### config.mk
export PLATFORM = sky130hd
export DESIGN_NAME = clb_config_loader
export DESIGN_NICKNAME = d
export VERILOG_FILES = /design/src/rtl/clb_config_loader.sv
export SDC_FILE = /design/constraint.sdc
export NUM_CORES = 1
export LEC_CHECK = 0
export CAP_MARGIN = 10
export CORE_ASPECT_RATIO = 1.2
export CORE_MARGIN = 1.5
export CORE_UTILIZATION = 36
export CTS_BUF_LIST = sky130_fd_sc_hd__clkbuf_2
export CTS_CLUSTER_SIZE = 14
export DETAILED_ROUTE_END_ITERATION = 7
export PLACE_DENSITY = 0.56
export SLEW_MARGIN = 20
export SYNTH_ARGS = -nofsm -noshare
export SYNTH_HDL_FRONTEND = slang
export SYNTH_SLANG_ARGS = --single-unit
### constraint.sdc
create_clock -name prog_clk -period 2.5 [get_ports prog_clk]
set_clock_uncertainty 0.1 [all_clocks]
set_input_delay 0.625 -clock prog_clk [delete_from_list [all_inputs] [get_ports prog_clk]]
set_output_delay 0.625 -clock prog_clk [all_outputs]
set_load 0.01 [all_outputs]
### src/rtl/clb_config_loader.sv
// Bitstream configuration loader for a daisy-chained row of CLBs.
// Accepts bytes from the host over valid/ready, shifts them LSB first into
// the chain for exactly NUM_CLB*BITS_PER_CLB enabled cycles, then reports done.
// Optional readback verification is built when CLB_CFG_READBACK_EN is defined:
// the chain is rotated once through a loopback and the CRC-16-CCITT of the
// read-out bits is compared against the CRC of the bits loaded.
module clb_config_loader #(
  parameter int NUM_CLB      = 4,
  parameter int BITS_PER_CLB = 17
) (
  input  logic       prog_clk,
  input  logic       rst_n,
  input  logic       start,
  input  logic [7:0] cfg_data,
  input  logic       cfg_valid,
  output logic       cfg_ready,
  output logic       chain_prog_in,
  output logic       chain_prog_en,
  input  logic       chain_prog_out,
  output logic       busy,
  output logic       done,
  output logic       error
);

  localparam int CHAIN_LEN = NUM_CLB * BITS_PER_CLB;
  localparam int NUM_BYTES = (CHAIN_LEN + 7) / 8;
  localparam int LAST_BITS = ((CHAIN_LEN % 8) == 0) ? 8 : (CHAIN_LEN % 8);
  localparam int CNT_W     = $clog2(CHAIN_LEN + 1);
  localparam int BYTE_W    = $clog2(NUM_BYTES + 1);

  localparam logic [2:0]        LAST_REM  = 3'(LAST_BITS - 1);
  localparam logic [CNT_W-1:0]  LAST_BIT  = CNT_W'(CHAIN_LEN - 1);
  localparam logic [BYTE_W-1:0] LAST_BYTE = BYTE_W'(NUM_BYTES - 1);
  localparam logic [BYTE_W-1:0] ALL_BYTES = BYTE_W'(NUM_BYTES);

  typedef enum logic [2:0] {
    ST_IDLE,
    ST_LOAD,
    ST_VERIFY,
    ST_DONE,
    ST_ERROR
  } state_t;

  state_t            state, state_n;
  logic [6:0]        shreg, shreg_n;     // undriven bits of the current byte
  logic [2:0]        rem, rem_n;         // how many of those bits remain
  logic [BYTE_W-1:0] byte_cnt, byte_n;
  logic [CNT_W-1:0]  bit_cnt, bit_n;     // enabled shifts in LOAD or VERIFY
  logic              prog_in_q, prog_in_n;
  logic              prog_en_q, prog_en_n;
  logic              ready_q, ready_n;
  logic              busy_q, busy_n;
  logic              done_q, done_n;
  logic              accept;
  logic              load_entry;

`ifdef CLB_CFG_READBACK_EN
  function automatic logic [15:0] crc16_step(input logic [15:0] crc, input logic bit_in);
    logic fb;
    fb = crc[15] ^ bit_in;
    return {crc[14:0], 1'b0} ^ (fb ? 16'h1021 : 16'h0000);
  endfunction

  logic [15:0] crc_load, crc_rb, crc_rb_n;
  logic        crc_match;
  logic        error_q;

  // The decision uses the readback CRC including the bit sampled this edge.
  assign crc_rb_n  = crc16_step(crc_rb, chain_prog_out);
  assign crc_match = (crc_rb_n == crc_load);
`endif

  assign accept     = ready_q && cfg_valid;
  assign load_entry = (state != ST_LOAD) && (state != ST_VERIFY) && start;

  // Next-state, serialiser and registered-output decode.
  always_comb begin
    state_n   = state;
    shreg_n   = shreg;
    rem_n     = rem;
    byte_n    = byte_cnt;
    bit_n     = bit_cnt;
    prog_in_n = 1'b0;
    prog_en_n = 1'b0;
    case (state)
      ST_IDLE, ST_DONE, ST_ERROR: begin
        if (start) begin
          state_n = ST_LOAD;
          rem_n   = '0;
          byte_n  = '0;
          bit_n   = '0;
        end
      end
      ST_LOAD: begin
        if (prog_en_q) bit_n = bit_cnt + 1'b1;
        if (prog_en_q && (bit_cnt == LAST_BIT)) begin
          // The last chain bit is being driven; the chain samples it now.
          bit_n = '0;
`ifdef CLB_CFG_READBACK_EN
          state_n   = ST_VERIFY;
          prog_en_n = 1'b1;
`else
          state_n = ST_DONE;
`endif
        end else if (accept) begin
          prog_in_n = cfg_data[0];
          prog_en_n = 1'b1;
          shreg_n   = cfg_data[7:1];
          rem_n     = (byte_cnt == LAST_BYTE) ? LAST_REM : 3'd7;
          byte_n    = byte_cnt + 1'b1;
        end else if (rem != 3'd0) begin
          prog_in_n = shreg[0];
          prog_en_n = 1'b1;
          shreg_n   = {1'b0, shreg[6:1]};
          rem_n     = rem - 1'b1;
        end
      end
`ifdef CLB_CFG_READBACK_EN
      ST_VERIFY: begin
        prog_en_n = 1'b1;
        bit_n     = bit_cnt + 1'b1;
        if (bit_cnt == LAST_BIT) begin
          prog_en_n = 1'b0;
          bit_n     = '0;
          state_n   = crc_match ? ST_DONE : ST_ERROR;
        end
      end
`endif
      default: state_n = ST_IDLE;
    endcase
    // Ready whenever no undriven bit will be left after this edge.
    ready_n = (state_n == ST_LOAD) && (rem_n == 3'd0) && (byte_n < ALL_BYTES);
    busy_n  = (state_n == ST_LOAD) || (state_n == ST_VERIFY);
    done_n  = (state_n == ST_DONE);
  end

  // Control state and registered outputs.
  always_ff @(posedge prog_clk or negedge rst_n) begin
    if (!rst_n) begin
      state     <= ST_IDLE;
      rem       <= '0;
      byte_cnt  <= '0;
      bit_cnt   <= '0;
      prog_in_q <= 1'b0;
      prog_en_q <= 1'b0;
      ready_q   <= 1'b0;
      busy_q    <= 1'b0;
      done_q    <= 1'b0;
    end else begin
      state     <= state_n;
      rem       <= rem_n;
      byte_cnt  <= byte_n;
      bit_cnt   <= bit_n;
      prog_in_q <= prog_in_n;
      prog_en_q <= prog_en_n;
      ready_q   <= ready_n;
      busy_q    <= busy_n;
      done_q    <= done_n;
    end
  end

  // Byte buffer datapath; its contents only matter while rem is non-zero.
  always_ff @(posedge prog_clk) begin
    shreg <= shreg_n;
  end

  assign cfg_ready     = ready_q;
  assign chain_prog_en = prog_en_q;
  assign busy          = busy_q;
  assign done          = done_q;

`ifdef CLB_CFG_READBACK_EN
  // CRC of the bits shifted in during LOAD and read out during VERIFY.
  always_ff @(posedge prog_clk) begin
    if (load_entry) begin
      crc_load <= 16'hFFFF;
      crc_rb   <= 16'hFFFF;
    end else if (prog_en_q) begin
      if (state == ST_LOAD) crc_load <= crc16_step(crc_load, prog_in_q);
      else if (state == ST_VERIFY) crc_rb <= crc_rb_n;
    end
  end

  // Readback mismatch flag, held until the next start.
  always_ff @(posedge prog_clk or negedge rst_n) begin
    if (!rst_n) error_q <= 1'b0;
    else        error_q <= (state_n == ST_ERROR);
  end

  // VERIFY loops the chain output straight back to its input.
  assign chain_prog_in = (state == ST_VERIFY) ? chain_prog_out : prog_in_q;
  assign error         = error_q;
`else
  logic unused_prog_out;
  assign unused_prog_out = chain_prog_out;
  assign chain_prog_in   = prog_in_q;
  assign error           = 1'b0;
`endif

endmodule

==> impl_metrics.toml <==
[global_route]
grt_use_met3 = 0.04787
first_global_vias = 1123
met1_usage = 0.1959
grt_max_degree = 23
overflow = 0
use_met2 = 0.2423
top_usage_layer = "met2"
antenna_found_initial = 0
grt_pass1_wl_um = 5071
grt_usage = 0.1563

[power]
power_mw = 1.801
seqPwrFrac = 0.449
p_int_mw = 1.186
netSwitchingPower_mw = 0.6155
ir_drop_mv = 0.4210
p_clk_frac = 0.187
power_density_nw_per_um2 = 977.2
combPwrFrac = 0.364
swShare = 0.3418
p_leak_nw = 0.8070

[sta]
slew_viol_final = 0
layout_setup_ws_ps = 198.0
fin_crit_sh = 0.9208
finalSetupViolCount = 0
fin_setup_tns_ps = 0
fin_crit_ps = 2302
clock.fmax_mhz = 434.4
grt_setup_unrepaired = "no"
fin_hold_ws_ps = 362.0
hold_viol_final = 0

[run_status]
outcome = "complete, no violations"

[setup_path]
max_stage_delay_ps = 470
cp_num_buf_inv = 1
startpoint_type = "input pin"
reg2reg_slack_ps = 230
crit_family = "compound AO/OA/AOI/OAI gates"
cp_max_fo = 3
cpMaxStageDelayCell = "clkdlybuf4s50_1"
arrival_ps = 2460
crit_path_end_kind = "register"
worstPathCellList = "clkdlybuf4s50_1 -> or3b_1 -> o21ai_2 -> o21ai_1 -> a32o_2 -> a21o_1 -> a2111oi_2"
timing_worst_setup_path_type = "input pin to register"
critPathRequiredTime_ps = 2650

[clocking]
post_cts_buffers = 0
worst_skew_pair.late_latency_ps = 360
cts_buffer_depth = 2
cts_sinks = 29
htree_levels = 2
cts_buffers = 5
cts_tree = "yes"
postCtsHoldBufs = 0
cts_root_buf = "clkbuf_2"
cts_resized = 0
clk_pin_slew_worst_paths_ps = 150

[floorplan]
initial_core_util = 0.3747
die-area_sq_um = 4463
coreArea_sq_um = 3910
die_x_um = 61.24
die_height_um = 72.89
rows = 25
boundaryPins = 19

[logic_synthesis]
synth-edff-count = 7
ys_seq_area_frac = 0.5192
synth_top_area_cell = "dfrtp_1"
ys_ff_latch = 29
async_flop_share = 0.7586
synth_common_cells = "dfrtp_1, o21ai_0, nand2_1"
synth_top_area_frac = 0.3757
yosys_warnings = 0
synth_ff_type = "dfrtp_1"
synth_nets = 158
synth_cell_types = 39
syn_area_sq_um = 1465
synth.area.top_cells = "dfrtp_1, edfxtp_1, o21ai_0, mux2_2, ha_1"
synthCells = 140
yosysMostFrequentCell = "dfrtp_1"
postSynthAreaPerCell_sq_um = 10.47

[detailed_routing]
vias = 1135
wl_per_cell_um = 13.01
wl_um = 2980
detail_route.first_pass.iterations = 4
vias_per_cell = 4.956
drt_iter0_drc = 13
drtAntennaViolNets = 0
drc = 0

[finish]
area_growth_pct = 25.79
final_cells = 229
nets = 192
antennaDiodeCount = 0
drive_above_1_share = 0.1829
postLayoutCoreUtil = 0.4714
fillerInstances = 381
fin_area_sq_um = 1843

[placed_design]
dp_cells = 221
hpwl_um = 2253
place_congestion = 0.8002
dp_worst_setup_slack_ps = -182.2
place_area_sq_um = 1779
numPortBuffers = 16

[min_path]
min_path_type = "register to register"

[run]
maxCapViolations = 0
## registers in the layout (all words and copies together), names as in the netlist, 3 cells and up
name and flops:
state 3, rem 3, bit_cnt 7, byte_cnt 4, shreg 7
## cell families (layout without fill, tap and decap cells)
group | after synthesis | in the layout | share of synthesized area
simple gates | 50 | 50 | 0.1793
compound gates | 39 | 39 | 0.1742
flops | 29 | 29 | 0.5192
buf+inv | 8 | 43 | 0.02306
mux | 7 | 7 | 0.05294
fa+ha+maj | 5 | 5 | 0.04270
other cells | 1 | 1 | 0.002559
xor+xnor | 1 | 1 | 0.005979
## power by group through the flow
stage / registers, mW / logic [mW] / clock network (mW)
finish: 0.809 / 0.656 / 0.336
global route: 0.833 / 0.754 / 0.372
CTS: 0.809 / 0.667 / 0.349
detailed placement: 0.821 / 0.659 / 0
global placement: 0.812 / 0.640 / 0
floorplan: 0.792 / 0.463 / 0
## final timing paths
kind	depth (start not counted)	end	from
max	7	cfg_ready$_DFF_PN0_	start
min	1	state[2]$_DFF_PN0_	state[0]$_DFF_PN0_
max reg2reg	7	cfg_ready$_DFF_PN0_	bit_cnt[0]$_DFFE_PN0P_
min reg2reg	1	state[2]$_DFF_PN0_	state[0]$_DFF_PN0_
max in group asynchronous	2	byte_cnt[3]$_DFF_PN0_	rst_n
min in group asynchronous	2	bit_cnt[6]$_DFFE_PN0P_	rst_n
## cell usage in the layout, fill, tap and decap left out, types with 2 or more instances in the layout
cell             netlist  routed
dfrtp_1               22      22
o21ai_0               17      17
clkdlybuf4s50_1        0      16
buf_4                  1      13
nand2_1               12      12
nor2_1                10      10
edfxtp_1               7       7
inv_1                  6       6
mux2_2                 6       6
clkbuf_2               0       6
nand2b_1               5       5
a21oi_1                5       5
nand3_1                5       5
ha_1                   5       5
nor2b_1                4       4
and3_1                 4       4
o21ai_1                3       3
o21ai_2                2       2
a21o_1                 2       2
and2_0                 2       2
o31ai_1                2       2
## final cells by class
type                            count  area (sq um)  share of cell area
Multi-Input combinational cell    103         670.6              0.3639
Tap cell                           54         67.56             0.03666
Sequential cell                    29         760.7              0.4128
Timing Repair Buffer               29         257.7              0.1399
Clock buffer                        6         30.03             0.01629
Clock inverter                      2         33.78             0.01833
Inverter                            6         22.52             0.01222
## layer usage
| layer | wire [um] | part of all wire |
|---|---|---|
| met4 | 58 | 0.019 |
| met2 | 1464 | 0.49 |
| met3 | 84 | 0.028 |
| met5 | 0 | 0 |
| met1 | 1372 | 0.46 |
No activity file was read; power rests on OpenSTA's default activity.
==> RTL edit, RTL diff (same settings) <==
Change the parameter `NUM_CLB` from 4 to 8.
--- a/src/rtl/clb_config_loader.sv
+++ b/src/rtl/clb_config_loader.sv
@@ -5,7 +5,7 @@
 // the chain is rotated once through a loopback and the CRC-16-CCITT of the
 // read-out bits is compared against the CRC of the bits loaded.
 module clb_config_loader #(
-  parameter int NUM_CLB      = 4,
+  parameter int NUM_CLB      = 8,
   parameter int BITS_PER_CLB = 17
 ) (
   input  logic       prog_clk,
Function: no difference found for any inputs over 10 cycles, from zero or initial values and one cycle with rst_n low; that may be too few to reach the edited logic, so the function may still have changed.
==> RTL edit against the unedited design <==
Wire length rose by 21%. Cell area rose by 11%. Synthesized area rose by 15%. Sequential cell count rose by 2. Power fell by 2.3%. Setup slack improved by 0.022 ns. Critical path depth fell by 1. Die area rose by 15%. Largest power group unchanged.
==> RTL edit: results (changes against the unedited design) <==
The met2 track utilization from global routing is 0.248 (+0.00564). The global-route usage over all layers is 0.155 (-0.00120). The total of warnings raised by yosys came out at 0 (unchanged). The total power divided by cell area is 862 mW/mm2 (-12%). The cell type group with the largest total delay on the critical path is compound AO/OA/AOI/OAI gates. The number of cells on the worst hold path was 1 (unchanged). The sequential-to-total area share from yosys stat is 0.479 (-0.0399). The number of fill cells in the layout came to 474 (+24%).

The flow ran to the end, and the final reports show no timing, DRC or antenna violations. The commonest cells after synthesis are sky130_fd_sc_hd__nand2_1, sky130_fd_sc_hd__dfrtp_1, sky130_fd_sc_hd__o21ai_0. The number of distinct library cells after synthesis came out at 49 (+26%). The largest registers in the layout are bit_cnt (8), shreg (7), byte_cnt (5). The global routing usage on met1 came out at 0.201 (+0.00463). The buffer depth of the longest clock path came out at 2 (unchanged). The met3 track utilization from global routing came out at 0.0330 (-0.0149). The slowest stage of the critical path is the sky130_fd_sc_hd__or4b_4 cell. The share of async-settable or async-resettable flops after synthesis is 0.774 (+0.0156).

The routed length per instance came to 13.6 um (+4.7%). The count of nets after finishing is 223 (+16%). The number of max-cap violations came out at 0 (unchanged). The fraction of power consumed by sequential logic was 0.470 (+0.021). The count of port buffers added during placement came out at 16 (unchanged).

The first-pass GRT wire length came out at 6190 um (+22%). The number of cell instances on the worst register-to-register path came to 6 (-1). The final antenna diode count is 0 (unchanged). The net switching component of the power came to 0.000668 W (+8.5%). The H-tree level count is 2 (unchanged). The cell leakage power came out at 0.893 nW (+11%). Ranked by total cell area, the synthesized netlist is headed by sky130_fd_sc_hd__dfrtp_1, sky130_fd_sc_hd__edfxtp_1, sky130_fd_sc_hd__nand2_1, sky130_fd_sc_hd__o21ai_0, sky130_fd_sc_hd__ha_1. The detailed placement HPWL is 2640 um (+17%). The number of detailed-route iterations in the first pass came out at 5 (+1). The number of nets in the synthesized netlist came to 191 (+21%). The placed standard-cell area was 0.00199 mm2 (+12%). The number of DRC markers in iteration 0 came out at 86 (+73).

The mean number of vias per cell came out at 5.31 (+7.2%). The initial antenna violation count was 0 (unchanged). The arrival time at the worst endpoint came out at 2.45 ns. The number of synthesized flops with an enable pin is 7 (unchanged).

The longest individual stage delay on the worst path came out at 0.62 ns (+0.15 ns). Clock-pin slew was measured on the worst setup and hold paths at 0.16 ns. The path class of the tightest hold or removal check is reg -> reg. The number of buffers created by CTS was 5 (unchanged). The share of total power in combinational logic came out at 0.393 (+0.029).

The clock latency at the later pin of the worst-skew pair came out at 0.37 ns. The pin count of the biggest net entering global routing came out at 25 (+8.7%). The largest voltage drop on the vdd net came out at 0.256 mV (-39%). The routability congestion estimate came out at 0.774 (-3.3%). The fraction of final layout cells with drive strength greater than 1 is 0.164 (-0.0186). CTS placed an instance of sky130_fd_sc_hd__clkbuf_2 at the clock tree root.

The via count of the first global-routing pass is 1376 (+23%). In the synthesized netlist the dominant register cell turns out to be sky130_fd_sc_hd__dfrtp_1. The largest fanout on the critical path is 6 (+3).
==> RTL edit: cell types whose count changed in the layout (fill, tap and decap cells not counted), sizes merged, moves of 2 or more <==
cell,change
nor2,+2
o21ai,-5
buf,+4
nand2b,-2
o211ai,+7
dfrtp,+2
nand3,+4
mux2,-5
nor3b,+2
nand2,+14
or3,-2
a22oi,+2
o311ai,+2
o31ai,+4
==> RTL edit: stage by stage <==
stage          setup WS [ns]  instances  hold WS, ns
5_1_grt               0.0389        265        0.458
3_3_place_gp         -0.0194        255        0.361
3_5_place_dp         -0.0514        255        0.374
4_1_cts                0.120        263        0.402
2_1_floorplan          0.192        174        0.229
6_report               0.220        265        0.398
==> RTL edit: cell type report <==
cell class | instances | area, um2 | share of cell area
clock inverters | 2 | 8.76 | 0.00429
well taps | 58 | 72.6 | 0.0356
repair buffers | 33 | 288 | 0.141
clock buffers | 6 | 30.0 | 0.0147
multi-input cells | 129 | 808 | 0.396
flip-flops and latches | 31 | 811 | 0.397
inverters | 6 | 22.5 | 0.0110
==> RTL edit: what timing repair did <==
item | 4_1_cts | 5_1_grt
resized for setup | 0 | 0
hold buffers | 0 | 0
hold endpoints to repair | 0 | 0
buffers inserted | 0 | 2
endpoints found under the setup margin | 0 | 1
==> RTL edit: worst register-to-register path: cells and delay by family (launching register included) <==
kind	cells	cell delay, ns
buffers and inverters	1	0.16
flip-flops	1	0.45
AND/OR/NAND/NOR	1	0.63
AO/OA/AOI/OAI	3	0.70
XOR/XNOR	1	0.15
==> RTL edit: final timing paths <==
check,from,end,slack [ns]
worst min register to register,bit_cnt[7]$_DFFE_PN0P_,bit_cnt[7]$_DFFE_PN0P_,0.40
worst max register to register,bit_cnt[4]$_DFFE_PN0P_,cfg_ready$_DFF_PN0_,0.22
worst min-delay path,bit_cnt[7]$_DFFE_PN0P_,bit_cnt[7]$_DFFE_PN0P_,0.40
min in group asynchronous,rst_n,byte_cnt[2]$_DFF_PN0_,0.48
max in group asynchronous,rst_n,rem[2]$_DFF_PN0_,1.56
worst max-delay path,bit_cnt[4]$_DFFE_PN0P_,cfg_ready$_DFF_PN0_,0.22
==> RTL edit: kinds of logic (layout without fill, tap and decap cells) <==
family | Yosys count | in the layout | synth area share
xor gates and xnor gates | 1 | 1 | 0.00518
adders and majority gates | 4 | 4 | 0.0296
DFF | 31 | 31 | 0.479
muxes | 2 | 2 | 0.0126
other | 1 | 1 | 0.00222
and+or+nand+nor | 71 | 71 | 0.222
buffers and inverters | 14 | 47 | 0.0429
AOI/OAI and AO/OA | 50 | 50 | 0.206
==> RTL edit: per-layer routing <==
metal	up-vias	routed length (um)
li1	696	-
met5	-	0
met4	0	60
met2	40	1700
met1	666	1670
met3	6	180
